[src/rtl/mvm_ctrl_relu.sv]
// mvm_ctrl_relu
// Sequencing controller for the matrix-vector ReLU datapath.
// It loads an N-element vector into vector memory over a valid/ready input.
// It then computes G = M/P row groups of P lanes each. Every group runs one
// accumulator clear, N address-issue cycles and two pipeline-flush cycles.
// The P lane results of each group are then drained one per handshake.
//
// Optional feature: define MVM_CTRL_STALL_CNT_EN to add the 16-bit saturating
// output stall counter port stall_cnt.
//
// Ports:
//   clk        clock
//   reset      synchronous, active-high reset
//   s_valid    input element valid (the element goes straight to the datapath)
//   s_ready    controller accepts an element (high only while loading)
//   wr_en_x    vector memory write enable
//   addr_x     vector memory address, used for both write and read
//   addr_w     weight ROM address, shared by all lanes (g*N + j)
//   clear_acc  clears all lane accumulators
//   en_acc     accumulate enable, issued address delayed by two cycles
//   f_sel      output lane select
//   m_valid    selected lane result valid
//   m_ready    downstream accepts result
//   m_last     final lane of final group
//   busy       high in every state except LOAD
//   stall_cnt  (MVM_CTRL_STALL_CNT_EN only) cycles with m_valid && !m_ready
module mvm_ctrl_relu #(
  parameter int M = 8,
  parameter int N = 8,
  parameter int P = 1,
  localparam int VW = $clog2(N),
  localparam int AW = $clog2(M * N / P),
  localparam int G  = M / P,
  localparam int GW = (G > 1) ? $clog2(G) : 1,
  localparam int KW = (P > 1) ? $clog2(P) : 1
) (
  input  logic          clk,
  input  logic          reset,
  input  logic          s_valid,
  output logic          s_ready,
  output logic          wr_en_x,
  output logic [VW-1:0] addr_x,
  output logic [AW-1:0] addr_w,
  output logic          clear_acc,
  output logic          en_acc,
  output logic [P-1:0]  f_sel,
  output logic          m_valid,
  input  logic          m_ready,
  output logic          m_last,
`ifdef MVM_CTRL_STALL_CNT_EN
  output logic [15:0]   stall_cnt,
`endif
  output logic          busy
);

  typedef enum logic [2:0] {
    ST_LOAD  = 3'd0,
    ST_CLEAR = 3'd1,
    ST_MAC   = 3'd2,
    ST_WAIT  = 3'd3,
    ST_DRAIN = 3'd4
  } state_t;

  state_t        state_r, state_s;
  logic [VW-1:0] ld_r, ld_s;
  logic [VW-1:0] j_r, j_s;
  logic [GW-1:0] g_r, g_s;
  logic [KW-1:0] k_r, k_s;
  logic [1:0]    pipe_r;
  logic          issue_s;
  logic          k_last_s;
  logic          g_last_s;

  assign k_last_s = (k_r == KW'(P - 1));
  assign g_last_s = (g_r == GW'(G - 1));

  // State, counter and en_acc delay-pipe registers.
  always_ff @(posedge clk) begin
    if (reset) begin
      state_r <= ST_LOAD;
      ld_r    <= '0;
      j_r     <= '0;
      g_r     <= '0;
      k_r     <= '0;
      pipe_r  <= 2'b00;
    end else begin
      state_r <= state_s;
      ld_r    <= ld_s;
      j_r     <= j_s;
      g_r     <= g_s;
      k_r     <= k_s;
      pipe_r  <= {pipe_r[0], issue_s};
    end
  end

  // Next-state and counter update logic.
  always_comb begin
    state_s = state_r;
    ld_s    = ld_r;
    j_s     = j_r;
    g_s     = g_r;
    k_s     = k_r;
    issue_s = 1'b0;
    case (state_r)
      ST_LOAD: begin
        if (s_valid) begin
          if (ld_r == VW'(N - 1)) begin
            ld_s    = '0;
            state_s = ST_CLEAR;
          end else begin
            ld_s = ld_r + VW'(1);
          end
        end else begin
          ld_s = ld_r;
        end
      end
      ST_CLEAR: begin
        j_s     = '0;
        state_s = ST_MAC;
      end
      ST_MAC: begin
        issue_s = 1'b1;
        if (j_r == VW'(N - 1)) begin
          j_s     = '0;
          state_s = ST_WAIT;
        end else begin
          j_s = j_r + VW'(1);
        end
      end
      ST_WAIT: begin
        // j is reused as the two-cycle flush counter; it is zero on entry.
        if (j_r != '0) begin
          j_s     = '0;
          state_s = ST_DRAIN;
        end else begin
          j_s = VW'(1);
        end
      end
      ST_DRAIN: begin
        if (m_ready) begin
          if (k_last_s) begin
            k_s = '0;
            if (g_last_s) begin
              g_s     = '0;
              state_s = ST_LOAD;
            end else begin
              g_s     = g_r + GW'(1);
              state_s = ST_CLEAR;
            end
          end else begin
            k_s = k_r + KW'(1);
          end
        end else begin
          k_s = k_r;
        end
      end
      default: begin
        state_s = ST_LOAD;
      end
    endcase
  end

  // Output decode; everything except wr_en_x comes from registered state only.
  always_comb begin
    s_ready   = 1'b0;
    wr_en_x   = 1'b0;
    addr_x    = '0;
    addr_w    = '0;
    clear_acc = 1'b0;
    m_valid   = 1'b0;
    f_sel     = '0;
    m_last    = 1'b0;
    busy      = 1'b1;
    en_acc    = pipe_r[1];
    case (state_r)
      ST_LOAD: begin
        s_ready = 1'b1;
        wr_en_x = s_valid;
        addr_x  = ld_r;
        busy    = 1'b0;
      end
      ST_CLEAR: begin
        clear_acc = 1'b1;
      end
      ST_MAC: begin
        addr_x = j_r;
        addr_w = AW'((int'(g_r) * N) + int'(j_r));
      end
      ST_WAIT: begin
        busy = 1'b1;
      end
      ST_DRAIN: begin
        m_valid = 1'b1;
        f_sel   = P'(k_r);
        m_last  = k_last_s && g_last_s;
      end
      default: begin
        busy = 1'b1;
      end
    endcase
  end

`ifdef MVM_CTRL_STALL_CNT_EN
  logic [15:0] stall_cnt_r;

  // Saturating count of stalled output cycles; only reset clears it.
  always_ff @(posedge clk) begin
    if (reset) begin
      stall_cnt_r <= 16'h0000;
    end else if ((state_r == ST_DRAIN) && !m_ready && (stall_cnt_r != 16'hFFFF)) begin
      stall_cnt_r <= stall_cnt_r + 16'h0001;
    end else begin
      stall_cnt_r <= stall_cnt_r;
    end
  end

  assign stall_cnt = stall_cnt_r;
`endif

endmodule

[config.mk]
export PLATFORM = sky130hd
export DESIGN_NAME = mvm_ctrl_relu
export DESIGN_NICKNAME = d
export VERILOG_FILES = /design/src/rtl/mvm_ctrl_relu.sv
export SDC_FILE = /design/constraint.sdc
export NUM_CORES = 1
export LEC_CHECK = 0
export ABC_AREA = 1
export CORE_UTILIZATION = 50
export CTS_BUF_LIST = sky130_fd_sc_hd__clkbuf_16
export DETAILED_ROUTE_END_ITERATION = 8
export PLACE_DENSITY = 0.93
export SLEW_MARGIN = 20
export SYNTH_ARGS = -nofsm -noshare
export SYNTH_HDL_FRONTEND = slang
export SYNTH_SLANG_ARGS = --single-unit
export TNS_END_PERCENT = 50
[constraint.sdc]
create_clock -name clk -period 2.5 [get_ports clk]
set_input_delay 0.25 -clock clk [delete_from_list [all_inputs] [get_ports clk]]
set_output_delay 0.25 -clock clk [all_outputs]
set_load 0.01 [all_outputs]
# Word-level counts from Yosys, hierarchy flattened
# Cells that the tools add are included.
dict set report word_totals {
  register_bits 15
  in_bits 4
  output_inout_bits 17
  elab_cells 57
}
dict set report op_classes {
  addsub 5
  n_eq_ne 13
  n_mux 24
  n_bitwise 1
  n_reduce_logical 8
}
# cell count
set ops {}
lappend ops {{two-way mux 3 bit} 9}
lappend ops {{case mux 3 bit (5 select lines)} 1}
lappend ops {{== test 3 bit, second input constant} 4}
lappend ops {{!= test 2 bit, second input constant} 6}
lappend ops {{two-way mux 1 bit} 11}
lappend ops {{adder 3 x 1 -> 3 bit, second input constant} 3}
lappend ops {{case mux 3 bit (3 select lines)} 1}
lappend ops {{adder 6 x 3 -> 6 bit} 1}
lappend ops {{== test 3 x 2 -> 1 bit, second input constant} 2}
lappend ops {{two-way mux 6 bit} 1}
lappend ops {{case mux 3 bit (2 select lines)} 1}
lappend ops {{AND reduction 6 bit} 1}
lappend ops {{nonzero test 3 bit} 2}
lappend ops {{AND reduction 2 bit} 2}
lappend ops {{== test 3 x 1 -> 1 bit, second input constant} 1}
lappend ops {{logical NOT 3 bit} 1}
lappend ops {{AND reduction 3 bit} 1}
lappend ops {{adder 1 bit, second input constant} 1}
lappend ops {{logical AND 1 bit} 1}
lappend ops {{inverter 1 bit} 1}

# Logic depth before layout (Yosys ltp)
dict set report logic_depth {
  word_depth 5
  mapped_depth 9
  mapped_depth_nobuf 9
}

# Worst setup path before layout
# Ideal clock, no wire load.
dict set report synth_path {
  path_kind {register -> output}
  from {reg state_r[1]}
  to {out addr_x[0]}
  arrival_ps 1010
  t_required_ps 2250
  path_slack_ps 1240
  path_stages_with_launch 7
  n_path_buf 1
  path_cell_list {dfxtp_1 -> buf_6 -> inv_2 -> nand2_4 -> nor2_4 -> inv_1 -> o22ai_1}
}
dict set report synth_via {
  elab_chain_cells 2
  word_cells_on_any_way 3
  classes_between {1 x eq/ne; 1 x mux; 1 x reduce/logical}
}
# item line
set synth_rtl {}
lappend synth_rtl {{from (decl)} 64} ;# state_t state_r, state_s;
lappend synth_rtl {{from (signal assigned)} 87} ;# state_r <= state_s;
lappend synth_rtl {{== test 3 x 2 -> 1 bit or logical NOT 3 bit (tied branches)} 175} ;# case (state_r)
lappend synth_rtl {{case mux 3 bit (2 select lines) (*)} 175}
lappend synth_rtl {{to (decl)} 42} ;# output logic [VW-1:0] addr_x,
# Every way passes the cells marked *; elsewhere a longest branch is shown, timed or not.

# Worst setup path after layout
dict set report layout_path {
  from {reg state_r[2]}
  to {out addr_x[2]}
}
# Same word-level chain as after synthesis.

==> results.rst <==
.. list-table::
   :header-rows: 1

   * - Metric
     - Value
   * - Run status
     - complete, no violations
   * - Total Neg Setup Slack
     - 0 ns
   * - HPWL reported at the end of detailed placement
     - 1440 um
   * - Initial cell density of the core
     - a little over half
   * - Net switching power of the design
     - 0.105 mW
   * - Synth Register Bits
     - 14
   * - Number of nets with antenna violations after routing
     - 0
   * - Number of distinct library cell variants in the gate-level netlist after synthesis
     - 23
   * - Ys async rst share
     - 0%
   * - Final hold slack
     - 0.398 ns
   * - Switching portion of total power
     - 18.7%
   * - Number of warnings reported in the yosys synthesis log
     - 0
   * - Congestion Overflow GR
     - 0
   * - Setup clock skew after layout
     - approximately 0.0055 ns
   * - Count of hold-fix buffers inserted at cts
     - 0
   * - Bufs on Longest Clock Path
     - 2
   * - Die X-Extent
     - roughly 42 um
   * - Critical path arrival
     - 1.83 ns
   * - Layout cell share with drive strength beyond 1
     - under 10%
   * - Detailed-routing iteration count for the pre-antenna-repair pass
     - 4
   * - GRT Total Usage
     - a little under a quarter
   * - Simple-gate portion of the synthesized area
     - 23.8%
   * - Number of enable-type register cells in the synthesized netlist
     - 0
   * - Worst-path cell with the longest stage delay
     - sky130_fd_sc_hd__clkdlybuf4s50_1
   * - Power Dens Cells
     - roughly 520 mW/mm^2
   * - Core occupancy in the finished layout
     - just over 70%
   * - Worst-path maximum fanout
     - 11
   * - Dominant register cell in the synthesized netlist
     - sky130_fd_sc_hd__dfxtp_1
   * - Number of violations of the max-capacitance limit
     - 0
   * - Area fraction in compound gates after synthesis
     - 16.2%
   * - Via count of the first global-routing pass
     - 735
   * - Insertion delay to the later sink of the worst-skew pair
     - 0.24 ns
   * - Net count after synthesis
     - 123
   * - Fraction of power consumed by the clock network
     - 51.9%
   * - Number of H-tree levels
     - 1
   * - Post-layout worst setup margin
     - 0.416 ns
   * - Post-CTS clock slew at the launch and capture registers of the worst setup and hold paths
     - 0.05 ns
   * - # fillers
     - 118
   * - Fraction of the yosys area taken by sequential cells
     - 34.5%
   * - Xor-xnor portion of the synthesized cell area
     - 0%
   * - Number of antenna violations at the first check in global routing
     - 0
   * - Number of buffer cells added on primary ports
     - 19
   * - Pin count of the biggest net entering global routing
     - 12
   * - ANT cells
     - 0
   * - Final period utilization
     - approximately 83%
   * - Avg Synthesized Cell Area
     - 7.26 um^2
   * - TritonCTS buffer count
     - 3
   * - Achievable clock frequency
     - 480 MHz
   * - Type of the setup path with the least slack
     - reg2out
   * - Cell Area, Synth
     - 813 um^2
   * - Req. time, crit path
     - 2.25 ns
   * - Number of instances in the synthesized netlist
     - ~110
   * - Initial DRC Count
     - 11
   * - Internal
     - between 0.4 and 0.5 mW
   * - Most instantiated cells after synthesis
     - 20 x sky130_fd_sc_hd__inv_1, 14 x sky130_fd_sc_hd__dfxtp_1, 14 x sky130_fd_sc_hd__nand2_1, 14 x sky130_fd_sc_hd__nor2_1, 10 x sky130_fd_sc_hd__a21oi_1
   * - Root Buffer Master
     - sky130_fd_sc_hd__clkbuf_16
   * - GPL Wtd Cong
     - 0.861
   * - Final #Nets
     - 144
   * - Total Power Consumption
     - 0.561 mW
   * - Adder-cell share of the synthesized area
     - 10.8%
   * - Placeable core area
     - 0.00151 mm^2
   * - Cell types with the largest area share after synthesis
     - sky130_fd_sc_hd__dfxtp_1 34%, sky130_fd_sc_hd__ha_1 11%, sky130_fd_sc_hd__inv_1 9.2%, sky130_fd_sc_hd__nand2_1 6.5%, sky130_fd_sc_hd__nor2_1 6.5%
   * - LEAKAGE
     - roughly 0.47 nW
   * - Type of destination of the critical path
     - output pin
   * - Critical-path cell list
     - nor2_2 -> nand2_1 -> o22ai_1 -> clkdlybuf4s50_1
   * - Clk sink count
     - 14
   * - Setup bufs post-CTS
     - 0
   * - Total Die Area
     - about 0.0018 mm^2
   * - Number of DRC violations after detailed routing
     - 0
   * - Final non-filler cell area
     - ~0.0011 mm^2
   * - Maximum vdd ir drop
     - 712 uV
   * - Wire length of the first global-routing pass
     - 3060 um
   * - Leading area contributor after synthesis
     - sky130_fd_sc_hd__dfxtp_1
   * - Main combinational cell family by area after synthesis
     - simple AND/OR/NAND/NOR gates
   * - Portion of total power attributed to sequential cells
     - 41.1%
   * - Critical path launch point type
     - register
   * - Final Hold Vio Count
     - 0
   * - Setup repair after global routing missed its margin
     - false
   * - Comb power frac
     - about 7.0%
   * - Most frequently used cell type in the post-synthesis netlist
     - sky130_fd_sc_hd__inv_1
   * - Number of placed cells counting well taps
     - 144
   * - Portion of netlist area occupied by mux cells
     - 0%
   * - # setup viols final
     - 0
   * - Number of gates resized after cts
     - 0
   * - Vias after detailed routing
     - 792
   * - Final critical delay including setup and external delays
     - 2.08 ns
   * - Boundary Pins
     - 21
   * - Setup Slack @ Placement
     - 0.691 ns
   * - Routed wire per std cell
     - 12.6 um
   * - TritonCTS clock tree
     - yes
   * - Post-route insts no fill
     - roughly 150
   * - Synthesis-to-finish area growth
     - 31.4%
   * - Count of standard-cell rows
     - 14
   * - Delay contributed by the slowest stage of the critical path
     - 0.56 ns
   * - Overall routed net length
     - about 1900 um
   * - Area fraction of the dominant cell type after synthesis
     - 34.5%
   * - Vias/cell
     - ~5.4
   * - Type of the worst min-delay path
     - reg2reg
   * - DIE HEIGHT
     - 42.3 um
   * - Number of pins with negative max-slew slack in the final report
     - 0
   * - Post-detailed-placement cell area
     - 993 um^2
[power groups by stage]
stage | registers, mW | logic (mW) | clock network [mW]
2_1_floorplan | 0.234 | 0.0195 | 0
3_3_place_gp | 0.234 | 0.0370 | 0
3_5_place_dp | 0.235 | 0.0390 | 0
4_1_cts | 0.231 | 0.0393 | 0.295
5_1_grt | 0.231 | 0.0434 | 0.305
6_report | 0.231 | 0.0390 | 0.291
[cell usage in the layout (no fill, tap or decap), drive strengths merged]
cell	instances
inv	23
clkdlybuf4s50	19
nor2	18
nand2	16
dfxtp	14
a21oi	10
o21ai	9
ha	7
nand3	4
o22ai	3
clkbuf	3
nor3	1
nand4	1
o211ai	1
a32o	1
conb	1
[area by class of cell]
| type | count | area (um^2) | area share [%] |
|---|---|---|---|
| clock buffers | 3 | 75.1 | 7.03 |
| inverters | 23 | 86.3 | 8.08 |
| multi-input cells | 72 | 417 | 39.0 |
| flip-flops and latches | 14 | 280 | 26.2 |
| well taps | 16 | 20.0 | 1.87 |
| repair buffers | 19 | 190 | 17.8 |
[worst max-delay path: cells and delay by family (launching register included)]
family	cells	cell delay [ns]
compound gates	1	0.24
flops	1	0.38
simple gates	2	0.40
buf+inv	1	0.56
[flip-flops by register name, indices dropped and copies added, names as in the netlist]
register,cells
g_r,3
j_r,3
pipe_r,2
ld_r,3
state_r,3
[cell families after synthesis]
| family | after synthesis |
|---|---|
| other cells | 1 |
| buf+inv | 26 |
| flops | 14 |
| simple gates | 40 |
| compound gates | 24 |
| fa+ha+maj | 7 |
[path summary, 6_finish.rpt]
| check | startpoint | end | slack [ns] | cells past startpoint |
|---|---|---|---|---|
| setup / recovery | state_r[2]$_SDFFE_PP0P_ | addr_x[2] | 0.42 | 4 |
| hold / removal | pipe_r[0]$_SDFF_PP0_ | pipe_r[1]$_SDFF_PP0_ | 0.40 | 2 |
| setup reg to reg | ld_r[1]$_SDFFE_PP0P_ | state_r[2]$_SDFFE_PP0P_ | 1.16 | 8 |
| hold reg to reg | pipe_r[0]$_SDFF_PP0_ | pipe_r[1]$_SDFF_PP0_ | 0.40 | 2 |
[layer usage]
metal / vias up / GRT usage (%) / wire length (um)
li1: 397 / - / -
met1: 365 / 26.1 / 774
met2: 25 / 40.0 / 962
met3: 5 / 6.90 / 90
met4: 0 / 6.88 / 25
met5: - / 0 / 0
Note: power is estimated with default switching activity, not from simulation.
